**src/rtl/bitty_seq_pkg.sv**
```systemverilog
// bitty_seq_pkg: shared types and constants for the bitty instruction sequencer.
// The watchdog build option is BITTY_SEQ_WDT_EN (see bitty_seq.sv).
package bitty_seq_pkg;

    localparam int INSTR_W = 16;

    localparam logic [INSTR_W-1:0] DEFAULT_HALT_OPCODE = 16'hFFFF;

    localparam logic [INSTR_W-1:0] COUNT_MAX = 16'hFFFF;

    typedef enum logic [2:0] {
        S_IDLE   = 3'd0,
        S_FETCH  = 3'd1,
        S_ISSUE  = 3'd2,
        S_EXEC   = 3'd3,
        S_RETIRE = 3'd4,
        S_HALT   = 3'd5
    } state_t;

endpackage

```
**src/rtl/bitty_seq_wdt.sv**
```systemverilog
// bitty_seq_wdt: loadable down-counter guarding the EXEC wait.
// Load arms it with COUNT-1, each enabled cycle counts down, and o_expired
// is high once it reaches zero (i.e. on the COUNT-th enabled cycle).
module bitty_seq_wdt #(
    parameter int COUNT = 64
) (
    input  logic clk,
    input  logic reset,
    input  logic i_clear,
    input  logic i_load,
    input  logic i_en,
    output logic o_expired
);

    localparam int CW = $clog2(COUNT + 1);
    localparam logic [CW-1:0] LOAD_VAL = CW'(COUNT - 1);

    logic [CW-1:0] r_cnt;

    // Count down while enabled; load has priority over clear.
    always_ff @(posedge clk) begin
        if (!reset) begin
            r_cnt <= '0;
        end else if (i_load) begin
            r_cnt <= LOAD_VAL;
        end else if (i_clear) begin
            r_cnt <= '0;
        end else if (i_en && (r_cnt != '0)) begin
            r_cnt <= r_cnt - 1'b1;
        end
    end

    assign o_expired = (r_cnt == '0);

endmodule

```
**src/rtl/bitty_seq.sv**
```systemverilog
// bitty_seq: fetches 16-bit words from instruction memory (req/ack), issues
// them to the bitty core (run/done), captures d_out and steps the pc until a
// halt opcode or the programmed last address.
// Build option: define BITTY_SEQ_WDT_EN to add the EXEC watchdog (err output).
//
// Handshakes: mem_req/mem_addr are held stable until a cycle in which mem_ack
// is high; that cycle's mem_rdata is consumed at the clock edge (an ack in the
// first request cycle is legal). cpu_run is a one-cycle pulse; the first
// cpu_done seen in EXEC (never in ISSUE) completes the instruction.
module bitty_seq
    import bitty_seq_pkg::*;
#(
    parameter int                 PC_W        = 8,
    parameter logic [INSTR_W-1:0] HALT_OPCODE = DEFAULT_HALT_OPCODE,
    parameter int                 WDT_CYCLES  = 64
) (
    input  logic               clk,
    input  logic               reset,
    input  logic               start,
    input  logic [PC_W-1:0]    start_addr,
    input  logic [PC_W-1:0]    last_addr,
    output logic               mem_req,
    output logic [PC_W-1:0]    mem_addr,
    input  logic               mem_ack,
    input  logic [INSTR_W-1:0] mem_rdata,
    output logic [INSTR_W-1:0] cpu_instr,
    output logic               cpu_run,
    input  logic               cpu_done,
    input  logic [INSTR_W-1:0] cpu_dout,
    output logic [INSTR_W-1:0] result,
    output logic               result_valid,
    output logic               busy,
    output logic               halted,
    output logic [PC_W-1:0]    pc,
    output logic [INSTR_W-1:0] instr_count,
    output logic               err,
    output logic [2:0]         dbg_state
);

    state_t               r_state;
    logic [PC_W-1:0]      r_pc;
    logic [PC_W-1:0]      r_last;
    logic [INSTR_W-1:0]   r_instr;
    logic [INSTR_W-1:0]   r_result;
    logic [INSTR_W-1:0]   r_count;
    logic                 r_mem_req;
    logic                 r_run;
    logic                 r_rv;
    logic                 r_busy;
    logic                 r_halted;

`ifdef BITTY_SEQ_WDT_EN
    logic r_err;
    logic w_wdt_expired;
    logic w_timeout;

    bitty_seq_wdt #(
        .COUNT(WDT_CYCLES)
    ) u_wdt (
        .clk       (clk),
        .reset     (reset),
        .i_clear   ((r_state == S_IDLE) || (r_state == S_HALT)),
        .i_load    (r_state == S_ISSUE),
        .i_en      (r_state == S_EXEC),
        .o_expired (w_wdt_expired)
    );

    assign w_timeout = (r_state == S_EXEC) && !cpu_done && w_wdt_expired;
    assign err       = r_err;
`else
    logic w_unused_wdt;
    assign w_unused_wdt = ^WDT_CYCLES;
    assign err          = 1'b0;
`endif

    // Sequencer FSM; every output is a register set on the transition into
    // the state that owns it.
    always_ff @(posedge clk) begin
        if (!reset) begin
            r_state   <= S_IDLE;
            r_pc      <= '0;
            r_last    <= '0;
            r_instr   <= '0;
            r_result  <= '0;
            r_count   <= '0;
            r_mem_req <= 1'b0;
            r_run     <= 1'b0;
            r_rv      <= 1'b0;
            r_busy    <= 1'b0;
            r_halted  <= 1'b0;
`ifdef BITTY_SEQ_WDT_EN
            r_err     <= 1'b0;
`endif
        end else begin
            r_run <= 1'b0;
            r_rv  <= 1'b0;
            case (r_state)
                S_IDLE, S_HALT: begin
                    if (start) begin
                        r_pc      <= start_addr;
                        r_last    <= last_addr;
                        r_count   <= '0;
                        r_mem_req <= 1'b1;
                        r_busy    <= 1'b1;
                        r_halted  <= 1'b0;
                        r_state   <= S_FETCH;
`ifdef BITTY_SEQ_WDT_EN
                        r_err     <= 1'b0;
`endif
                    end
                end
                S_FETCH: begin
                    if (mem_ack) begin
                        r_mem_req <= 1'b0;
                        if (mem_rdata == HALT_OPCODE) begin
                            r_busy   <= 1'b0;
                            r_halted <= 1'b1;
                            r_state  <= S_HALT;
                        end else begin
                            r_instr <= mem_rdata;
                            r_run   <= 1'b1;
                            r_state <= S_ISSUE;
                        end
                    end
                end
                S_ISSUE: begin
                    r_state <= S_EXEC;
                end
                S_EXEC: begin
                    if (cpu_done) begin
                        r_result <= cpu_dout;
                        r_rv     <= 1'b1;
                        if (r_count != COUNT_MAX) begin
                            r_count <= r_count + 16'd1;
                        end
                        r_state  <= S_RETIRE;
                    end
`ifdef BITTY_SEQ_WDT_EN
                    else if (w_timeout) begin
                        r_err    <= 1'b1;
                        r_busy   <= 1'b0;
                        r_halted <= 1'b1;
                        r_state  <= S_HALT;
                    end
`endif
                end
                S_RETIRE: begin
                    if (r_pc == r_last) begin
                        r_busy   <= 1'b0;
                        r_halted <= 1'b1;
                        r_state  <= S_HALT;
                    end else begin
                        r_pc      <= r_pc + 1'b1;
                        r_mem_req <= 1'b1;
                        r_state   <= S_FETCH;
                    end
                end
                default: begin
                    r_mem_req <= 1'b0;
                    r_busy    <= 1'b0;
                    r_halted  <= 1'b0;
                    r_state   <= S_IDLE;
                end
            endcase
        end
    end

    assign mem_req      = r_mem_req;
    assign mem_addr     = r_pc;
    assign cpu_instr    = r_instr;
    assign cpu_run      = r_run;
    assign result       = r_result;
    assign result_valid = r_rv;
    assign busy         = r_busy;
    assign halted       = r_halted;
    assign pc           = r_pc;
    assign instr_count  = r_count;
    assign dbg_state    = r_state;

endmodule
```
**config.mk**
```make
export PLATFORM = sky130hd
export DESIGN_NAME = bitty_seq
export DESIGN_NICKNAME = d
export VERILOG_FILES = /design/src/rtl/bitty_seq_pkg.sv /design/src/rtl/bitty_seq_wdt.sv /design/src/rtl/bitty_seq.sv
export SDC_FILE = /design/constraint.sdc
export NUM_CORES = 1
export LEC_CHECK = 0
export ABC_AREA = 1
export CORE_ASPECT_RATIO = 1.5
export CORE_UTILIZATION = 35
export CTS_CLUSTER_SIZE = 14
export DETAILED_ROUTE_END_ITERATION = 12
export PLACE_DENSITY = 0.67
export RECOVER_POWER = 100
export SLEW_MARGIN = 30
export SYNTH_ARGS = -nofsm -noshare
export SYNTH_HDL_FRONTEND = slang
export SYNTH_SLANG_ARGS = --single-unit
```
**constraint.sdc**
```tcl
create_clock -name clk -period 1.4 [get_ports clk]
set_input_delay 0.28 -clock clk [delete_from_list [all_inputs] [get_ports clk]]
set_output_delay 0.28 -clock clk [all_outputs]
set_load 0.005 [all_outputs]
```
# After elaboration in Yosys (flattened, before gate mapping)
# Index checks and enable logic that the tools add are counted.
# word_totals
ff_bits,72
latchBits,0
mem_bits_rw,0
rom_bits,0
input_bits,53
word_cells,73
mem_count,0
# op_classes
addsub,2
n_mul,0
div,0
order_cmp,0
eq_ne,15
shift,0
muxes,28
bitwise_logic,2
reduce_logical,15
# ops
cell,n
16-bit 2-to-1 mux,3
16-bit case mux with 2 select lines,1
"16-bit by 1-bit adder with 16-bit output, second input constant",1
"16-bit == test, second input constant",1
8-bit 2-to-1 mux,2
"16-bit != test, second input constant",1
8-bit case mux with 2 select lines,1
3-bit 2-to-1 mux,5
3-bit case mux with 5 select lines,1
"2-bit != test, second input constant",7
1-bit 2-to-1 mux,12
1-bit case mux with 4 select lines,3
3-bit AND reduction,4
"8-bit by 1-bit adder with 8-bit output, second input constant",1
8-bit == test,1
4-bit AND reduction,2
"3-bit by 2-bit == test with 1-bit output, second input constant",2
"3-bit == test, second input constant",2
2-bit AND reduction,3
5-bit AND reduction,1
2-bit nonzero test,2
2-bit OR reduction,2
"3-bit by 1-bit == test with 1-bit output, second input constant",1
3-bit logical NOT,1
1-bit inverter,2

# Depth between registers and ports, before layout
# Gate-level depths: netlist of run 1.
# depth
depth_word,4
depth_mapped,11
depth_no_buf,10

# Worst setup path before layout of run 1
# Ideal clock, no wire load.
# synth_path
path_kind,register to register
start,"reg r_count[0], in the netlist instr_count[0]"
end,"reg r_count[0], in the netlist instr_count[0]"
setup_ns,0.116
t_arrival_ns,1.439
required_ns,1.284
path_slack_ns,-0.155
stages_incl_launch_ff,10
path_cell_list,dfxtp_1 > ha_1 > nand2_1 > nor2_2 > nand3_1 > nor2_1 > nor2_4 > buf_4 > nor2_1 > nor2_1
# synth_via
elab_chain_len,4
word_cells_on_any_way,7
cone_classes,1 x add/sub; 2 x eq/ne; 3 x mux; 1 x reduce/logical
# synth_rtl
element,line,text
start: declaration,bitty_seq.sv:45,logic [INSTR_W-1:0] r_count;
start signal: assignment,bitty_seq.sv:134,r_count <= r_count + 16'd1;
16-bit by 1-bit adder with 16-bit output,bitty_seq.sv:134,
16-bit 2-to-1 mux,bitty_seq.sv:133,if (r_count != COUNT_MAX) begin
16-bit 2-to-1 mux,bitty_seq.sv:130,if (cpu_done) begin
16-bit case mux with 2 select lines,bitty_seq.sv:97,case (r_state)
# Parallel ways exist; a longest one is shown, timed or not. The select of a mux whose other input is x is not followed.
# A chain may end at the register's enable or synchronous reset.

# Worst setup path after layout of run 1
# layout_path
start,"reg r_state[1], in the netlist dbg_state[1]"
end,"reg r_count[5], in the netlist instr_count[5]"
# layout_via
elab_chain_len,4
word_cells_on_any_way,10
cone_classes,5 x eq/ne; 1 x mux; 4 x reduce/logical
# layout_rtl
element,line,text
start: declaration,bitty_seq.sv:40,state_t r_state;
start signal: assignment,bitty_seq.sv:80,r_state <= S_IDLE;
start signal: assignment,bitty_seq.sv:106,r_state <= S_FETCH;
start signal: assignment,bitty_seq.sv:118,r_state <= S_HALT;
3-bit == test / 3-bit logical NOT (equally long branches),bitty_seq.sv:97,
2-bit OR reduction,bitty_seq.sv:97,
2-bit != test (no line) / 2-bit nonzero test (equally long branches),--,
4-bit AND reduction (no line),--,
# Parallel ways exist; a longest one is shown, timed or not.

==> run metrics, run 1 <==
outcome=finished, violations left; failing checks=negative setup slack; required time worst endpoint=1650 ps; average wire per cell in the routed design=14.4 µm; core area=0.0101 mm²; vias=4427; met1 Usage GRT=22.7%; Final Hold Vio Count=0; Yosys warning count=0; #FFs+latches synth=72; CP peak stage delay=360 ps; Area contributors post-synth=dfxtp_1, nand2_1, a21oi_1; Routed Wire Length=12.8 mm; Hold Buf Count CTS=0; nets=820; Sink Count=72; Worst EP arrival=1700 ps; Seq pwr share=27.5%; IO Pins=126; Synth area leader=dfxtp_1; Placement Cell Area=0.00554 mm²; RSZ-0062 raised after global routing=true; Comb power frac=51.4%; GRT Resource Usage Total=23.0%; worst-case vdd ir drop=970 µV; Clock Latency Late Sink=330 ps; clock-pin slew on the worst setup and hold paths=60 ps; final slew viol count=0; Tmin final=1450 ps; PD cells=1530 mW/mm²; DRC=0; Mapped Area=0.00365 mm²; Critical-path top delay cell=dfxtp_4; Min-Delay Path Class=in -> reg; antenna cell count=0; Final period util=103%; Main synth FF type=dfxtp_1; PortBufs=124; setup_tns=-486 ps; max_cap viols=0; Final Util=64.2%; DP HPWL=8.58 mm; H-tree levels=3; count of cell types in the netlist=30; sequential-to-total area share from yosys stat=39.5%; layout cells sized above 1=31.2%; Post-Syn Instances=563; setup ws final=-48.7 ps; first-pass GRT wire length=19.8 mm; met3 Use GR=3.68%; GR Layer Usage met2=44.9%; FP Rows=45; via/cell ratio=4.99; sw frac=37.8%; final instance area=0.00650 mm²; Internal=0.00617 W; switching power=0.00375 W; clock buffer depth=2; Yosys top cell area share=39.5%; total congestion overflow=0; CP Capture Type=flop; top-count cell post-synth=nand2_1; Setup Viol. Count Final=19; CP Max Fanout=11; CTS tree=yes; Clk network pwr share=21.1%; Initial DRC Count=183; Most Frequent Cell on Critical Path=nor2_4; EDFF count, synth=0; die area=0.0108 mm²; Startpoint Class=flop; Num CTS Buffers=9; commonest cells in the netlist=nand2_1, dfxtp_1, nor2_1; Die Height=127 µm; Leak Pwr=3.00 nW; worst path cell trace=nor2_2, nand2_2, nand2_4, nor2_4, clkinv_1, nand3_2, nor2_4, buf_12, nand2_1, a21oi_1; Synth async-reset ratio=0%; largest net degree at the start of global routing=33; Mean Syn Cell Area=6.48 µm²; gpl congestion=0.899; antenna violations before repair=0; Syn Nets=618; fmax=0.690 GHz; drt first pass iters=4; vias in the first global route=4345; grt peak-use layer=met2; Layout area overhead=78.4%; critical path type=reg -> reg; Die W=85.3 µm; clk root buf=clkbuf_16; Initial Util=36.0%; Final Skew=5.66 ps; Antenna Nets Post-Route=0
## area by class of cell
type                            instances  area [µm²]
Fill cell                             876        3630
Multi-Input combinational cell        419        2300
Timing Repair Buffer                  222        2130
Sequential cell                        72        1500
Clock buffer                           10         229
Inverter                               41         161
Tap cell                              117         146
Clock inverter                          6        43.8
## stage by stage
step / power, W / std cells / setup WS (ps) / hold WS [ps]
after global routing: 0.0105 / 887 / -136 / 275
after CTS: 0.00937 / 882 / -162 / 457
after detailed placement: 0.00676 / 849 / -457 / 450
after global placement: 0.00668 / 849 / -366 / 446
final: 0.00992 / 887 / -48.7 / 266
after floorplan: 0.00474 / 563 / -0.824 / 432
## power groups by stage
stage	clock (W)	sequential, W	combinational, W
5_1_grt	0.00223	0.00277	0.00549
4_1_cts	0.00215	0.00271	0.00451
2_1_floorplan	0	0.00279	0.00195
6_report	0.00210	0.00273	0.00510
3_5_place_dp	0	0.00274	0.00402
3_3_place_gp	0	0.00272	0.00396
## worst paths after layout
check	slack, ps	from	cells past startpoint	endpoint
worst max-delay path	-50	dbg_state[1]$_SDFFE_PN0P_	10	instr_count[5]$_SDFFE_PN0P_
worst min-delay path	270	mem_rdata[10]	3	cpu_instr[10]$_SDFFE_PN0P_
worst max register to register	-50	dbg_state[1]$_SDFFE_PN0P_	10	instr_count[5]$_SDFFE_PN0P_
worst min register to register	460	result[13]$_SDFFE_PN0P_	2	result[13]$_SDFFE_PN0P_
## layer usage
| metal | wire length, µm | vias up |
|---|---|---|
| met3 | 594 | 38 |
| li1 | - | 2213 |
| met5 | 0 | - |
| met2 | 7000 | 129 |
| met1 | 4690 | 2047 |
| met4 | 492 | 0 |
## worst max-delay path, delay by kind of cell (launching register included)
family / cells / cell delay, ps
AOI/OAI and AO/OA: 1 / 140
buffers and inverters: 2 / 200
and+or+nand+nor: 7 / 640
DFF: 1 / 360
## layout by cell type (no fill, tap or decap), types with 2 or more instances in the layout
cell,count
nand2_1,141
buf_4,74
dlygate4sd2_1,70
nor2_1,54
a21oi_1,50
nand3_1,49
dfxtp_1,44
clkdlybuf4s50_1,36
nand2_2,29
inv_1,28
dfxtp_2,20
dlymetal6s2s_1,15
o21ai_0,14
buf_6,14
nor2_4,12
clkbuf_16,11
nor2_2,10
a21oi_2,10
nand4_1,9
inv_2,8
dfxtp_4,8
nand2_4,7
buf_12,7
nand3_2,5
nand3_4,5
inv_4,4
xnor2_1,3
o21ai_1,3
clkinv_1,2
nor3_1,2
nand3b_1,2
o21bai_1,2
ha_4,2
clkinvlp_4,2
clkdlybuf4s15_1,2
## cell families (layout without fill, tap and decap cells)
logic type | count (synthesis) | count (layout) | share of synthesized area (%)
AOI/OAI and AO/OA | 81 | 81 | 11.4
xor gates and xnor gates | 6 | 6 | 1.44
adders and majority gates | 2 | 2 | 0.686
buffers and inverters | 73 | 279 | 8.96
DFF | 72 | 72 | 39.5
other | 1 | 1 | 0.103
and+or+nand+nor | 328 | 329 | 37.9
## flip-flops by register name (all words and copies together) (netlist names)
signal / cells
mem_req: 1
halted: 1
cpu_run: 1
instr_count: 16
result_valid: 1
mem_addr: 8
dbg_state: 3
r_last: 8
cpu_instr: 16
result: 16
busy: 1
## timing repair
item | 4_1_cts | 5_1_grt
gates cloned | 2 | 2
hold endpoints to repair | 0 | 0
resized for setup | 159 | 85
setup endpoints to repair | 134 | 52
pin swaps | 32 | 44
setup buffers | 15 | 6
(Power assumes the default switching activity.)
==> run 2, diff against run 1 <==
Settings changed: CAP_MARGIN from default to 20, PLACE_DENSITY 0.67 to default, PLACE_DENSITY_LB_ADDON from default to 0.08.
==> run metrics, run 2 (synthesis results as in run 1) <==
setup ws final=-147 ps (-98.0 ps); Num CTS Buffers=9 (unchanged); vias in the first global route=4276 (-1.6%); antenna cell count=0 (unchanged); die area=0.0108 mm² (unchanged); CP Capture Type=flop; max_cap viols=0 (unchanged); CP Max Fanout=4 (-7); Final Skew=5.52 ps (-0.144 ps); Startpoint Class=flop; failing checks=negative setup slack; Seq pwr share=26.2% (-1.3 points); Clock Latency Late Sink=330 ps (about the same); average wire per cell in the routed design=14.1 µm (-2.2%); first-pass GRT wire length=19.2 mm (-2.7%); critical path type=reg -> reg; Final period util=110% (+7.0 points); required time worst endpoint=1610 ps (-40 ps); clock buffer depth=2 (unchanged); Initial DRC Count=160 (-13%); worst-case vdd ir drop=998 µV (+2.8%); most frequent cells in the layout=nand2_1, buf_4, dlygate4sd2_1; layout cells sized above 1=31.1% (-0.063 points); Hold Buf Count CTS=0 (unchanged); Layout area overhead=80.5%; outcome=finished, violations left; IO Pins=126 (unchanged); Antenna Nets Post-Route=0 (unchanged); total congestion overflow=0 (unchanged); Final Util=64.9% (+0.75 points); CTS tree=yes; GRT Resource Usage Total=22.3% (-0.70 points); Setup Viol. Count Final=27 (+8); PD cells=1560 mW/mm² (+2.5%); Clk network pwr share=20.6% (-0.5 points); Routed Wire Length=12.6 mm (-1.3%); via/cell ratio=4.95 (-0.76%); antenna violations before repair=0 (unchanged); Leak Pwr=3.08 nW (+2.7%); commonest non-fill, non-tap cell in the layout=nand2_1; overall power=0.0103 W (+3.7%); DRC=0 (unchanged); Die W=85.3 µm (unchanged); drt first pass iters=4 (unchanged); switching power=0.00389 W (+3.6%); PortBufs=124 (unchanged); Die Height=127 µm (unchanged); Min-Delay Path Class=in -> reg; Sink Count=72 (unchanged); FP Rows=45 (unchanged); clock-pin slew on the worst setup and hold paths=60 ps (about the same); final slew viol count=0 (unchanged); Final Hold Vio Count=0 (unchanged); gpl congestion=0.836 (-7.0%); fmax=0.647 GHz (-6.3%); nets=829 (+1.1%); sw frac=37.8% (-0.040 points); fillers=946 (+8.0%); Tmin final=1550 ps (+98.0 ps); Initial Util=36.0% (unchanged); Worst EP arrival=1760 ps (+60 ps); core area=0.0101 mm² (unchanged); DP HPWL=8.12 mm (-5.4%); RSZ-0062 raised after global routing=true; clk root buf=clkbuf_16; vias=4433 (+0.14%); Comb power frac=53.2% (+1.8 points); Internal=0.00640 W (+3.8%); H-tree levels=3 (unchanged); largest net degree at the start of global routing=33 (unchanged)
run 2: layout make-up:
class,instances,area (µm²),area share [%]
Tap cell,117,146,2.22
Inverter,41,163,2.47
Sequential cell,72,1470,22.3
Timing Repair Buffer,231,2190,33.2
Clock buffer,10,239,3.63
Multi-Input combinational cell,419,2340,35.6
Clock inverter,5,32.5,0.494
run 2: per-layer routing:
layer | track usage (%) | up-vias | share of wire, %
li1 | - | 2223 | -
met1 | 22.8 | 2066 | 37
met2 | 43.1 | 121 | 56
met3 | 4.01 | 23 | 4.3
met4 | 10.8 | 0 | 2.6
met5 | 0 | - | 0
run 2: path summary, 6_finish.rpt:
check	start	endpoint	slack, ps	cells past startpoint
worst max register to register	instr_count[1]$_SDFFE_PN0P_	instr_count[12]$_SDFFE_PN0P_	-150	11
worst max-delay path	instr_count[1]$_SDFFE_PN0P_	instr_count[12]$_SDFFE_PN0P_	-150	11
worst min-delay path	mem_rdata[1]	cpu_instr[1]$_SDFFE_PN0P_	260	3
worst min register to register	cpu_instr[2]$_SDFFE_PN0P_	cpu_instr[2]$_SDFFE_PN0P_	450	2
run 2: what timing repair did:
action                     4_1_cts  5_1_grt
hold endpoints to repair         0        0
gates resized for setup        183       87
buffers inserted                25       10
setup endpoints to repair      128       65
gates cloned                     2        2
pin swaps                       34       53
run 2: critical path: stages, from the launching register on:
cell and delay [ps]:
dfxtp_2 340, buf_6 100, ha_4 140, nand2_4 60
buf_4 140, nor2_4 140, buf_4 130, nand4_1 100
nand2_1 110, nor2_1 60, nand2_2 70, a21oi_1 50
run 2: metrics by stage:
step / worst slack, ps / hold WS (ps) / instance area, µm² / setup TNS [ps] / cells
floorplan: -0.824 / 432 / 3710 / -0.824 / 563
global placement: -406 / 448 / 5530 / -16300 / 846
detailed placement: -454 / 450 / 5530 / -17350 / 846
CTS: -139 / 457 / 6260 / -1460 / 885
global route: -260 / 268 / 6580 / -6420 / 895
finish: -147 / 264 / 6580 / -2520 / 895
run 2: power groups by stage:
stage	registers [W]	clock network (W)	logic, W
floorplan	0.00279	0	0.00195
global placement	0.00271	0	0.00391
detailed placement	0.00273	0	0.00397
CTS	0.00271	0.00219	0.00481
global route	0.00273	0.00227	0.00590
finish	0.00269	0.00212	0.00547
